[config.mk]
export PLATFORM = sky130hd
export DESIGN_NAME = fetch_unit
export DESIGN_NICKNAME = d
export VERILOG_FILES = /design/src/rtl/fetch_unit.sv
export SDC_FILE = /design/constraint.sdc
export NUM_CORES = 1
export LEC_CHECK = 0
export ABC_AREA = 1
export CAP_MARGIN = 10
export CORE_ASPECT_RATIO = 0.9
export CORE_MARGIN = 2
export CORE_UTILIZATION = 39
export DETAILED_ROUTE_END_ITERATION = 8
export PLACE_DENSITY_LB_ADDON = 0.12
export REMOVE_ABC_BUFFERS = 1
export SLEW_MARGIN = 30
export SYNTH_ARGS = -nofsm -noshare
export SYNTH_HDL_FRONTEND = slang
export SYNTH_SLANG_ARGS = --single-unit
[constraint.sdc]
create_clock -name clk -period 1.42 [get_ports clk]
set_input_delay 0.355 -clock clk [delete_from_list [all_inputs] [get_ports clk]]
set_output_delay 0.355 -clock clk [all_outputs]
set_load 0.01 [all_outputs]
[src/rtl/fetch_unit.sv]
// Single-outstanding instruction fetch unit: REQ -> WAIT -> HOLD, with DROP
// absorbing the response to a request that a redirect has made stale.
// Define FETCH_MISALIGN_TRAP_EN to trap on misaligned redirect targets
// instead of silently aligning them.
module fetch_unit #(
  parameter logic [31:0] RESET_PC = 32'h0000_0000
) (
  input  logic        clk,
  input  logic        rst,
  input  logic        branch_sel,
  input  logic [31:0] branch_target,
  input  logic [1:0]  jump,
  input  logic [31:0] jump_target,
  output logic        imem_req_valid,
  input  logic        imem_req_ready,
  output logic [31:0] imem_addr,
  input  logic        imem_rsp_valid,
  input  logic [31:0] imem_rsp_data,
  output logic        if_valid,
  output logic [31:0] if_instr,
  output logic [31:0] if_pc,
  input  logic        id_ready,
  output logic        misalign_trap
);

  typedef enum logic [1:0] {
    S_REQ,
    S_WAIT,
    S_HOLD,
    S_DROP
  } state_t;

  state_t      state, state_nxt;
  logic [31:0] pc, pc_nxt;
  logic        if_valid_nxt;
  logic [31:0] if_instr_nxt, if_pc_nxt;

  logic        redirect;
  logic [31:0] target_raw;
  logic [31:0] target;
  logic        take_target;
  logic        accept;

  assign redirect   = (jump != 2'b00) | branch_sel;
  assign target_raw = (jump != 2'b00) ? jump_target : branch_target;

`ifdef FETCH_MISALIGN_TRAP_EN
  logic misaligned;

  assign misaligned  = redirect & (target_raw[1:0] != 2'b00);
  assign target      = target_raw;
  assign take_target = redirect & ~misaligned;

  // One-cycle trap pulse for a misaligned redirect.
  always_ff @(posedge clk) begin
    if (rst) misalign_trap <= 1'b0;
    else     misalign_trap <= misaligned;
  end
`else
  assign target        = target_raw & ~32'h0000_0003;
  assign take_target   = redirect;
  assign misalign_trap = 1'b0;
`endif

  assign imem_req_valid = (state == S_REQ) & ~rst;
  assign imem_addr      = pc;
  assign accept         = imem_req_valid & imem_req_ready;

  // State register.
  always_ff @(posedge clk) begin
    if (rst) state <= S_REQ;
    else     state <= state_nxt;
  end

  // Next-state and datapath updates; a redirect overrides the normal pc flow.
  always_comb begin
    state_nxt    = state;
    pc_nxt       = pc;
    if_valid_nxt = if_valid;
    if_instr_nxt = if_instr;
    if_pc_nxt    = if_pc;
    case (state)
      S_REQ: begin
        if (redirect)    state_nxt = accept ? S_DROP : S_REQ;
        else if (accept) state_nxt = S_WAIT;
      end
      S_WAIT: begin
        if (redirect) begin
          state_nxt = imem_rsp_valid ? S_REQ : S_DROP;
        end else if (imem_rsp_valid) begin
          if_instr_nxt = imem_rsp_data;
          if_pc_nxt    = pc;
          if_valid_nxt = 1'b1;
          pc_nxt       = pc + 32'd4;
          state_nxt    = S_HOLD;
        end
      end
      S_HOLD: begin
        if (redirect || id_ready) begin
          if_valid_nxt = 1'b0;
          state_nxt    = S_REQ;
        end
      end
      S_DROP: begin
        if (imem_rsp_valid) state_nxt = S_REQ;
      end
      default: state_nxt = S_REQ;
    endcase
    if (take_target) pc_nxt = target;
  end

  // PC and decode-facing registers.
  always_ff @(posedge clk) begin
    if (rst) begin
      pc       <= RESET_PC;
      if_valid <= 1'b0;
      if_instr <= '0;
      if_pc    <= '0;
    end else begin
      pc       <= pc_nxt;
      if_valid <= if_valid_nxt;
      if_instr <= if_instr_nxt;
      if_pc    <= if_pc_nxt;
    end
  end

endmodule

==> results.cfg <==
[layout]
seqCellArea_um2 = 1940
final_nets = 1114
multi_input_area_um2 = 2860
area_growth_pct = 83.3
layout-drive-gt1-share = 0.250
nFillCells = 922

[clocking]
cts-root-buf = clkbuf_16
cts_made_buffers = 9
htreeDepth = 3
postCtsHoldBufs = 0
path_clk_slew_ps = 70
cts_sinks = 95
tritoncts = built
clockBufferDepth = 2
insertion_delay_ps = 350

[routing]
routed_via_density = 5.31
wl_mm = 20.5
wl_per_cell_um = 17.5
vias = 6245
drc = 0
ant_nets = 0
first_iter_violations = 517
drt-pass1-iter-count = 6

[setup_path]
endpoint_kind = flip-flop
crit_path_start_kind = flip-flop
r2r-start = state[0]$_SDFFE_PP0P_
cpMostUsedCell = nor2_4
arrival_ps = 1900
r2r.worst_path.cells = 10
path_cells = buf_6 -> inv_4 -> nor2_4 -> nand2_4 -> nor2_4 -> buf_8 -> buf_12 -> clkbuf_16 -> o21ai_2 -> nor2_1
crit_type = flip-flop to flip-flop
rrSetupSlack_ps = -200
slowest_stage = dfxtp_2
cp_max_fo = 4
rr_endpoint = if_instr[24]$_SDFFE_PP0P_
critPathRequiredTime_ps = 1700
max_stage_delay_ps = 350

[power]
power_frac_clock = 0.370
p_sw_uw = 1760
p_leak_uw = 0.00404
power_density_nw_per_um2 = 756
swShare = 0.266
p_total_uw = 6640
intPower_uw = 4880
pwr-share-comb = 0.194
ir_drop_mv = 0.692
seq_power_share = 0.436

[timing]
fin_setup_tns_ps = -8960
setup_viol = 84
finClkSkew_ps = 9.79
slew_violations = 0
max_clock_freq_mhz = 616
setup_ws_ps = -203
fin_crit_sh = 1.14
hold_viol = 0
rsz0062_at_grt = yes
fin_crit_ps = 1620

[placed_design]
routabilityCongestion = 0.878
place_hpwl_mm = 11.9
port_buffers = 193

[run_status]
outcome = complete, but fails checks
violations = negative setup slack

[floorplan]
die_h_um = 109
io_pins = 203
row_count = 38
die_area_um2 = 13200
start_util = 0.399
core_region_area_um2 = 12000
die_w_um = 121

[yosys]
synth_area_leader_cell = dfxtp_1
synth.distinct_cells = 30
ys_top_cells_by_count = nor2_1 (154), nand2_1 (133), o21ai_0 (121)
yosys_warnings = 0
synthTopCellsByArea = dfxtp_1 (40%), o21ai_0 (13%), nor2_1 (12%), nand2_1 (10%), a21oi_1 (6.2%)
synth.most_common_cell = nor2_1
syn_area_um2 = 4790
yosysSeqAreaShare = 0.397
synthFlopType = dfxtp_1
synth_top_area_share = 0.397
netlist_instances = 739
synth-async-reset-ratio = 0
syn_avg_cell_area_um2 = 6.49
ys_ff_latch = 95
synth_edf_count = 0

[hold_path]
hold_class = input pin to flip-flop
min_path_cells = 3
min_from = rst
whs_endpoint = imem_addr[3]$_SDFFE_PP0P_

[global_route]
gr-total-overflow = 0
grt_max_degree = 42
grt_usage = 0.274
antenna_found_initial = 1
grt_pass1_wl_mm = 28.4
grt_pass1_vias = 5783

[job]
maxCapViolCount = 0
## metal layers
metal / up-vias / track usage / routed length [um]
li1: 2949 / - / -
met2: 287 / 0.463 / 10100
met4: 0 / 0.103 / 495
met3: 49 / 0.0690 / 1720
met1: 2960 / 0.337 / 8260
met5: - / 0 / 0
## area by class of cell
class                   instances  share of cell area
well taps                     160              0.0228
repair buffers                299               0.371
diodes                          1            0.000285
clock inverters                 1            0.000997
clock buffers                  15              0.0339
inverters                      55              0.0246
flip-flops and latches         95               0.221
multi-input cells             549               0.326
## power groups by stage
stage	clock, uW	combinational, uW	sequential [uW]
after detailed placement	0	1150	2930
after CTS	2490	1140	2880
after floorplan	0	356	2960
final	2460	1290	2900
after global routing	2620	1380	2910
after global placement	0	1130	2930
## critical path: cells and delay by family (launching register included)
kind	cells	cell delay [ps]
compound gates	1	50
buf+inv	5	620
flops	1	350
simple gates	4	530
## registers in the layout (all words and copies together), names as in the netlist
signal,cells
if_instr,32
if_pc,30
imem_addr,30
state,2
if_valid,1
## how the worst max path moves through the flow
stage | to | from | slack, ps | depth (start not counted)
floorplan | if_pc[2]$_SDFFE_PP0P_ | jump[1] | -1900 | 7
global placement | imem_req_valid | rst | -510 | 3
detailed placement | if_pc[4]$_SDFFE_PP0P_ | jump[1] | -520 | 8
CTS | imem_req_valid | rst | -220 | 3
global route | if_instr[24]$_SDFFE_PP0P_ | state[0]$_SDFFE_PP0P_ | -310 | 10
finish | if_instr[24]$_SDFFE_PP0P_ | state[0]$_SDFFE_PP0P_ | -200 | 10
## cells by family (layout without fill, tap and decap cells)
logic type	Yosys count	in the layout	synth area share
and+or+nand+nor	345	345	0.298
AOI/OAI and AO/OA	198	198	0.212
buffers and inverters	99	370	0.0903
DFF	95	95	0.397
adders and majority gates	1	1	0.00261
other	1	6	0.000782
## through the flow
| step | worst slack [ps] | utilization | instances | cell area [um2] | hold WS (ps) |
|---|---|---|---|---|---|
| finish | -203 | 0.730 | 1175 | 8790 | 360 |
| global route | -308 | 0.730 | 1175 | 8790 | 377 |
| CTS | -225 | 0.675 | 1155 | 8120 | 482 |
| detailed placement | -517 | 0.606 | 1116 | 7290 | 470 |
| global placement | -506 | 0.606 | 1116 | 7290 | 457 |
| floorplan | -1900 | - | 699 | 4580 | 424 |
## timing repair
item,in CTS,in global routing
cloned,13,8
endpoints found under the setup margin,187,104
pin swaps,14,56
buffers inserted,10,12
resized for setup,159,173
## cells in the final DEF (no fill, tap or decap), types with 6 or more instances in the layout
master / instances
clkdlybuf4s15_1: 7
o21ai_0: 73
a21oi_1: 40
a21oi_2: 19
nand2_1: 126
nor2_4: 15
buf_12: 13
nor2_1: 143
buf_16: 10
o21ai_2: 33
nor2_2: 6
nand2_4: 7
clkbuf_16: 16
o21ai_1: 22
buf_4: 54
dfxtp_2: 20
inv_1: 47
nand3_1: 28
dfxtp_1: 71
clkdlybuf4s50_1: 95
dlygate4sd2_1: 85
buf_6: 16
(Power assumes the default switching activity.)
